## config.mk

```make
export PLATFORM = sky130hd
export DESIGN_NAME = mem_stage_ctrl
export DESIGN_NICKNAME = d
export VERILOG_FILES = /design/src/rtl/mem_stage_ctrl.sv
export SDC_FILE = /design/constraint.sdc
export NUM_CORES = 1
export LEC_CHECK = 0
export ABC_AREA = 1
export CAP_MARGIN = 15
export CORE_AREA = 2 2 95 97
export CTS_BUF_LIST = sky130_fd_sc_hd__clkbuf_4 sky130_fd_sc_hd__clkbuf_8
export CTS_CLUSTER_DIAMETER = 100
export DETAILED_ROUTE_END_ITERATION = 8
export DIE_AREA = 0 0 97 99
export DONT_BUFFER_PORTS = 1
export GPL_TIMING_DRIVEN = 0
export HOLD_SLACK_MARGIN = 0.06
export MAX_ROUTING_LAYER = met4
export PLACE_DENSITY = 0.56
export SETUP_SLACK_MARGIN = 0.05
export SLEW_MARGIN = 10
export SYNTH_ARGS = -nofsm -noshare
export SYNTH_HDL_FRONTEND = slang
export SYNTH_SLANG_ARGS = --single-unit
```

## constraint.sdc

```tcl
create_clock -name clk -period 2.2 [get_ports clk]
set_input_delay 0.44 -clock clk [delete_from_list [all_inputs] [get_ports clk]]
set_output_delay 0.44 -clock clk [all_outputs]
set_load 0.02 [all_outputs]
```

## src/rtl/mem_stage_ctrl.sv

```systemverilog
// MEM pipeline stage controller: data-memory handshake, pipeline stall, load byte extraction and MEM/WB register.
// Define MEM_STAGE_TIMEOUT_EN to abort accesses unacknowledged for 255 cycles and raise a sticky memError.
module mem_stage_ctrl (
  input  logic        clk,
  input  logic        reset,
  input  logic [31:0] regData2In,
  input  logic [31:0] aluResultIn,
  input  logic [4:0]  writeRegIn,
  input  logic        regWriteIn,
  input  logic        memToRegIn,
  input  logic        memWriteIn,
  input  logic        memReadIn,
  input  logic        loadFullWordIn,
  input  logic        loadSignedIn,
  output logic        memReq,
  output logic        memWe,
  output logic [31:0] memAddr,
  output logic [31:0] memWData,
  input  logic        memAck,
  input  logic [31:0] memRData,
  output logic        stall,
  output logic        wbRegWriteOut,
  output logic        wbMemToRegOut,
  output logic [31:0] wbMemDataOut,
  output logic [31:0] wbAluResultOut,
  output logic [4:0]  wbWriteRegOut,
  output logic        memError
);

  typedef enum logic {IDLE, WAIT} stateT;

  stateT       state;
  logic        memOp;
  logic        reqRaw;
  logic        timeoutHit;
  logic        accessDone;
  logic [7:0]  selByte;
  logic [31:0] loadData;

  assign memOp = memReadIn | memWriteIn;

  // Reset gates the request directly so an abandoned access drops without waiting for a clock.
  assign reqRaw     = ~reset & ((state == WAIT) | memOp);
  assign memReq     = reqRaw & ~timeoutHit;
  assign stall      = memReq & ~memAck;
  assign accessDone = memReq & memAck;
  assign memWe      = memWriteIn;
  assign memAddr    = aluResultIn;
  assign memWData   = regData2In;

`ifdef MEM_STAGE_TIMEOUT_EN
  logic [7:0] timeoutCnt;

  assign timeoutHit = (timeoutCnt == 8'hFF);

  // Counts consecutive unacknowledged request cycles; the 256th cycle aborts the access.
  always_ff @(posedge clk or posedge reset) begin
    if (reset) begin
      timeoutCnt <= 8'd0;
      memError   <= 1'b0;
    end else if (timeoutHit) begin
      timeoutCnt <= 8'd0;
      memError   <= 1'b1;
    end else if (stall) begin
      timeoutCnt <= timeoutCnt + 8'd1;
    end else begin
      timeoutCnt <= 8'd0;
    end
  end
`else
  assign timeoutHit = 1'b0;
  assign memError   = 1'b0;
`endif

  always_comb begin
    selByte  = memRData[7:0];
    loadData = memRData;
    case (aluResultIn[1:0])
      2'd0: selByte = memRData[7:0];
      2'd1: selByte = memRData[15:8];
      2'd2: selByte = memRData[23:16];
      2'd3: selByte = memRData[31:24];
      default: selByte = memRData[7:0];
    endcase
    if (!loadFullWordIn) begin
      if (loadSignedIn)
        loadData = {{24{selByte[7]}}, selByte};
      else
        loadData = {24'd0, selByte};
    end
  end

  // While stalled or aborting, only the write-enable bits are cleared so WB sees a bubble.
  always_ff @(posedge clk or posedge reset) begin
    if (reset) begin
      state          <= IDLE;
      wbRegWriteOut  <= 1'b0;
      wbMemToRegOut  <= 1'b0;
      wbMemDataOut   <= 32'd0;
      wbAluResultOut <= 32'd0;
      wbWriteRegOut  <= 5'd0;
    end else begin
      case (state)
        IDLE:    if (stall) state <= WAIT;
        WAIT:    if (accessDone || timeoutHit) state <= IDLE;
        default: state <= IDLE;
      endcase

      if (stall || timeoutHit) begin
        wbRegWriteOut <= 1'b0;
        wbMemToRegOut <= 1'b0;
      end else begin
        wbRegWriteOut  <= regWriteIn;
        wbMemToRegOut  <= memToRegIn;
        wbAluResultOut <= aluResultIn;
        wbWriteRegOut  <= writeRegIn;
        if (accessDone && memReadIn && !memWriteIn)
          wbMemDataOut <= loadData;
      end
    end
  end

endmodule

```

==> impl_metrics.env, run 1 <==
export IMPL_status="complete, but fails checks"
export IMPL_violations="hold timing"
export IMPL_fin_crit_sh_pct=89.5
export IMPL_synth_top_area_share_pct=49.1
export IMPL_portBuffers=0
export IMPL_drc=0
export IMPL_stdcell_area_um2=4060
export IMPL_post_dp_hpwl_mm=7.19
export IMPL_synthTopCellsByCount="nand2_1 (158), dfrtp_1 (72), buf_4 (69)"
export IMPL_internal_power_mw=2.49
export IMPL_synth_cell_types=23
export IMPL_avgViaCountPerCell=4.91
export IMPL_grt_pass1_wl_mm=14.6
export IMPL_grt_max_degree=75
export IMPL_p_switching_mw=1.25
export IMPL_vias=2763
export IMPL_totalWireLength_mm=9.41
export IMPL_startpoint_type="register"
export IMPL_synth_avg_cell_area_um2=8.35
export IMPL_rows=34
export IMPL_ant_nets=0
export IMPL_postPlaceCellArea_um2=3800
export IMPL_max_slew_margin_rel_pct=66.7
export IMPL_cp_max_fo=10
export IMPL_ys_flop_type="dfrtp_1"
export IMPL_skew_ns=0.00744
export IMPL_grt_overflow_total=0
export IMPL_pin_count=249
export IMPL_n_antenna_cell=0
export IMPL_tns_ns=0
export IMPL_seq_power_share_pct=50.8
export IMPL_synth_area_um2=3670
export IMPL_power_density_nw_per_um2=920
export IMPL_utilization_pct=47.5
export IMPL_maxCapViolations=0
export IMPL_cts_path_max_buffers=2
export IMPL_yosysTopAreaCell="dfrtp_1"
export IMPL_ir_worst_vdd_mv=0.339
export IMPL_cp_required_ns=1.76
export IMPL_clock_latency_ns=0.35
export IMPL_dieWidth_um=97
export IMPL_min_period_ns=1.97
export IMPL_ys_seq_elements=72
export IMPL_post_synth_top_count_cell="nand2_1"
export IMPL_holdWs_ns=-0.0868
export IMPL_grt_usage_pct=20.1
export IMPL_synth_top_family_by_area="simple AND/OR/NAND/NOR gates"
export IMPL_synth_seq_area_share_pct=49.1
export IMPL_syn_inst=439
export IMPL_syn2layout_area_growth_pct=10.8
export IMPL_fmax_ghz=0.508
export IMPL_cts_made_buffers=9
export IMPL_synth_compound_area_share_pct=11.0
export IMPL_place_gp_congestion=0.855
export IMPL_synthArstFlopShare_pct=100
export IMPL_yosys_top_cells_area="dfrtp_1 (49%), nand2_1 (16%), buf_4 (14%)"
export IMPL_p_sw_share_pct=33.4
export IMPL_fillers=863
export IMPL_tritoncts="built"
export IMPL_pwr_share_clk_pct=34.6
export IMPL_finalHoldViolations=72
export IMPL_die_h_um=99
export IMPL_cellLeakagePower_nw=2.08
export IMPL_end_kind="output port"
export IMPL_finalNetCount=560
export IMPL_worstMarginPinSlew_ns=0.497
export IMPL_drt_iter0_drc=116
export IMPL_critPathKind="register to output port"
export IMPL_grt_pass1_vias=2671
export IMPL_core_um2=8550
export IMPL_power_mw=3.73
export IMPL_hold_class="input port to async pin"
export IMPL_clkTransAtPathRegs_ns=0.08
export IMPL_dr_pass1_iters=6
export IMPL_comb_power_share_pct=14.6
export IMPL_numClockSinks=72
export IMPL_initial_utilization_pct=42.9
export IMPL_cts_htree_levels=3
export IMPL_slew_violations=0
export IMPL_synth_edf_count=0
export IMPL_setup_viol=0
export IMPL_grt_antenna_before_repair=0
export IMPL_cp_arrival_ns=1.53
export IMPL_rsz0062_at_grt="false"
export IMPL_yosys_area_share_simple_pct=21.8
export IMPL_synth_xor_area_share_pct=0
export IMPL_drive_above_1_share_pct=27.0
export IMPL_die_area_um2=9600
export IMPL_synth_warnings=0
export IMPL_r2r_slack_ns=0.76
export IMPL_cts_root_buf="clkbuf_8"
export IMPL_yosys_area_share_adder_pct=0
export IMPL_synth_nets=549
export IMPL_synthMuxAreaShare_pct=0
export IMPL_routedWlPerCell_um=16.7
metal layers:
metal  routed length, um  global-route usage, %
met5                   0                      -
met4                 157                   8.13
met3                 924                   6.88
met2                4540                   30.6
met1                3790                   24.7
kinds of logic (layout without fill, tap and decap cells):
logic type	count (synthesis)	count (layout)
and+or+nand+nor	203	203
buffers and inverters	99	115
DFF	72	72
AOI/OAI and AO/OA	64	64
other	1	1
worst max-delay path, cell delays in order (launching register included):
cell and delay (ns):
dfrtp_1 0.35, nor2_1 0.04, nand2_1 0.04, nand2_1 0.04, inv_1 0.19, nand2_1 0.13
inv_1 0.12, clkbuf_4 0.25
area by class of cell:
type                            instances  area, um2  area share, %
Buffer                                 86        611           15.0
Clock buffer                            9        124           3.05
Clock inverter                          7        120           2.96
Inverter                               13       62.6           1.54
Multi-Input combinational cell        268       1210           29.7
Sequential cell                        72       1800           44.4
Tap cell                              108        135           3.33
per-stage QoR:
stage	std cells	worst slack, ns
after floorplan	439	0.108
after global placement	547	-0.286
after CTS	563	0.148
final	563	0.230
after detailed placement	547	-0.305
after global routing	563	0.0561
state kept, by name, indices dropped and copies added, names as in the netlist, named ones only:
| name | cells |
|---|---|
| wbRegWriteOut | 1 |
| wbMemDataOut | 32 |
| wbWriteRegOut | 5 |
| wbAluResultOut | 32 |
| wbMemToRegOut | 1 |
worst paths after layout:
| path | endpoint | cells past startpoint | start |
|---|---|---|---|
| hold reg to reg | register | 2 | register |
| setup reg to reg | wbAluResultOut[20] | 9 | register |
| hold / removal | wbAluResultOut[5] | 1 | reset |
| max in group asynchronous | wbMemDataOut[15] | 1 | reset |
| setup / recovery | stall | 7 | register |
| min in group clk | wbAluResultOut[16] | 2 | aluResultIn[16] |
timing repair:
item | CTS | global route
setup endpoints to repair | 1 | 1
resized for setup | 3 | 1
setup buffers | 0 | 0
endpoints found under the hold margin | 72 | 72
placed cells by master (no fill, tap or decap), drive strengths merged:
cell	instances
nand3	4
nor2	37
o21ai	12
clkinvlp	1
o21bai	1
inv	12
nand2	158
bufinv	3
or2	1
nand4	3
buf	80
conb	1
clkinv	4
a21oi	51
dfrtp	72
clkbuf	15
power by group through the flow:
stage | registers (mW) | logic (mW) | clock network [mW]
floorplan | 1.87 | 0.482 | 0
global placement | 1.92 | 0.543 | 0
detailed placement | 1.93 | 0.554 | 0
CTS | 1.90 | 0.554 | 1.31
global route | 1.92 | 0.615 | 1.38
finish | 1.90 | 0.546 | 1.29
Note: power is estimated with default switching activity, not from simulation.
==> inputs of run 2 (changes only) <==
--- a/config.mk
+++ b/config.mk
@@ -9,7 +9,7 @@
 export CAP_MARGIN = 15
 export CORE_AREA = 2 2 95 97
 export CTS_BUF_LIST = sky130_fd_sc_hd__clkbuf_4 sky130_fd_sc_hd__clkbuf_8
-export CTS_CLUSTER_DIAMETER = 100
+export CTS_CLUSTER_DIAMETER = 60
 export DETAILED_ROUTE_END_ITERATION = 8
 export DIE_AREA = 0 0 97 99
 export DONT_BUFFER_PORTS = 1
==> results of run 2 <==
The final DEF is identical to that of run 1; final timing and power are the same.
==> inputs of run 3 (changes only) <==
--- a/config.mk
+++ b/config.mk
@@ -7,16 +7,16 @@
 export LEC_CHECK = 0
 export ABC_AREA = 1
 export CAP_MARGIN = 15
-export CORE_AREA = 2 2 95 97
+export CORE_AREA = 5 5 93 95
 export CTS_BUF_LIST = sky130_fd_sc_hd__clkbuf_4 sky130_fd_sc_hd__clkbuf_8
 export CTS_CLUSTER_DIAMETER = 60
 export DETAILED_ROUTE_END_ITERATION = 8
-export DIE_AREA = 0 0 97 99
+export DIE_AREA = 0 0 98 100
 export DONT_BUFFER_PORTS = 1
 export GPL_TIMING_DRIVEN = 0
 export HOLD_SLACK_MARGIN = 0.06
 export MAX_ROUTING_LAYER = met4
-export PLACE_DENSITY = 0.56
+export PLACE_DENSITY = 0.6
 export SETUP_SLACK_MARGIN = 0.05
 export SLEW_MARGIN = 10
 export SYNTH_ARGS = -nofsm -noshare
==> constraint.sdc (replaced) <==
create_clock -name clk -period 2.1 [get_ports clk]
set_input_delay 0.42 -clock clk [delete_from_list [all_inputs] [get_ports clk]]
set_output_delay 0.42 -clock clk [all_outputs]
set_load 0.02 [all_outputs]
==> run 3 against run 2 <==
- the run still ends with hold timing left
- critical endpoint unchanged
- first-iteration DRC count is 22% lower
- flip-flop and latch count did not move
- core utilization rose by 4.9 points
- sequential power increased by 5%
- clock skew down 0.0010 ns
- setup slack worse by 0.013 ns
- cell area fell by 1.4%
- via count decreased by 1.5%
==> impl_metrics.env, run 3 (synthesis gave the netlist of run 1 again) <==
export IMPL_max_stage_delay_ns=0.36
export IMPL_largest_registers="wbAluResultOut x32, wbMemDataOut x32, wbWriteRegOut x5"
export IMPL_drive_above_1_share_pct=27.3
export IMPL_cp_max_fo=10
export IMPL_status="complete, but fails checks"
export IMPL_cts_htree_levels=3
export IMPL_drt_iter0_drc=91
export IMPL_grt_antenna_before_repair=0
export IMPL_rsz0062_at_grt="false"
export IMPL_fmax_ghz=0.531
export IMPL_place_gp_congestion=0.880
export IMPL_clkTransAtPathRegs_ns=0.08
export IMPL_finalNetCount=560
export IMPL_critPathKind="register to output port"
export IMPL_startpoint_type="register"
export IMPL_maxCapViolations=0
export IMPL_slew_violations=0
export IMPL_avgViaCountPerCell=4.89
export IMPL_drc=0
export IMPL_die_area_um2=9800
export IMPL_end_kind="output port"
export IMPL_post_cts_repair_setup_buffers=0
export IMPL_clock_latency_ns=0.34
export IMPL_power_mw=3.65
export IMPL_die_h_um=100
export IMPL_dieWidth_um=98
export IMPL_totalWireLength_mm=9.74
export IMPL_ir_worst_vdd_mv=0.313
export IMPL_dr_pass1_iters=4
export IMPL_fin_crit_sh_pct=89.6
export IMPL_tritoncts="built"
export IMPL_finalHoldViolations=72
export IMPL_worst_path_max_delay_cell="dfrtp_1"
export IMPL_hold_class="input port to async pin"
export IMPL_cts_made_buffers=9
export IMPL_layout_commonest_cell="nand2_1"
export IMPL_cts_path_max_buffers=2
export IMPL_ant_nets=0
export IMPL_grt_max_degree=75
export IMPL_vias=2721
export IMPL_core_um2=7650
export IMPL_grt_pass1_wl_mm=15.0
export IMPL_critical_path_cell_chain="nor2_1 > nand2_1 > nand2_1 > inv_2 > nand2_1 > inv_1 > clkbuf_4"
export IMPL_numClockSinks=72
export IMPL_cts_root_buf="clkbuf_8"
export IMPL_cpMostUsedCell="nand2_1"
export IMPL_grt_pass1_vias=2790
export IMPL_grt_usage_pct=20.1
export IMPL_routedWlPerCell_um=17.5
export IMPL_post_dp_hpwl_mm=7.75
export IMPL_violations="hold timing"
export IMPL_cp_required_ns=1.68
export IMPL_portBuffers=0
export IMPL_setup_viol=0
export IMPL_dp_cells=541
export IMPL_n_antenna_cell=0
export IMPL_power_density_nw_per_um2=912
export IMPL_cellLeakagePower_nw=2.06
export IMPL_min_period_ns=1.88
export IMPL_grt_overflow_total=0
export IMPL_final_cells=557
export IMPL_layout_common_cells="nand2_1 (158), dfrtp_1 (72), buf_4 (69)"
export IMPL_pin_count=249
export IMPL_rows=32
export IMPL_holdWs_ns=-0.0727
export IMPL_cp_arrival_ns=1.46
export IMPL_skew_ns=0.00640
export IMPL_initial_utilization_pct=47.9
export IMPL_syn2layout_area_growth_pct=9.22
[run 3: cell types whose count changed in the layout (fill, tap and decap cells not counted), sizes merged]
| cell | change |
|---|---|
| clkinvlp | -1 |
| bufinv | -2 |
| inv | +1 |
| clkinv | +2 |
[run 3: cell type report]
class                   instances  area, um2
fillers                       751       3640
flip-flops and latches         72       1800
multi-input cells             268       1210
plain buffers                  86        611
well taps                     102        128
clock buffers                   9        124
clock inverters                 7       71.3
inverters                      13       62.6
[run 3: per-stage QoR]
stage               setup TNS (ns)  utilization [%]  setup WS, ns  cell area [um2]
finish                           0             52.4         0.218             4000
global route                     0             52.4         0.109             4000
CTS                              0             52.3        0.0829             4000
detailed placement          -0.132             49.7        -0.132             3800
global placement            -0.142             49.7        -0.142             3800
floorplan                        0                -         0.198             3670
[run 3: worst max-delay path: cells and delay by family, from the launching register on]
kind | cells | cell delay (ns)
AND/OR/NAND/NOR | 4 | 0.24
flip-flops | 1 | 0.36
buffers and inverters | 3 | 0.50
[run 3: power by group]
part	internal (mW)	leakage, nW	total [mW]	switching, mW
clock network	0.551	0.103	1.09	0.540
logic	0.230	1.11	0.568	0.338
registers	1.58	0.850	1.99	0.411
[run 3: path summary, 6_finish.rpt]
check	endpoint	slack, ns	cells after the start
min in group clk	wbRegWriteOut	0.18	2
worst max-delay path	stall	0.22	7
worst max register to register	wbAluResultOut[28]	0.68	8
max in group asynchronous	wbMemDataOut[18]	1.88	1
worst min register to register	register	0.49	2
worst min-delay path	wbAluResultOut[3]	-0.07	1
[run 3: layer usage]
metal | vias to the layer above | wire [um] | GRT usage, %
li1 | 1324 | - | -
met1 | 1224 | 3670 | 22.7
met2 | 160 | 4700 | 31.7
met3 | 13 | 1220 | 8.55
met4 | 0 | 154 | 7.67
met5 | - | 0 | -
[run 3: timing repair]
action,4_1_cts,5_1_grt
resized for setup,2,2
hold endpoints to repair,72,72
endpoints found under the setup margin,1,1
pin swaps,0,0
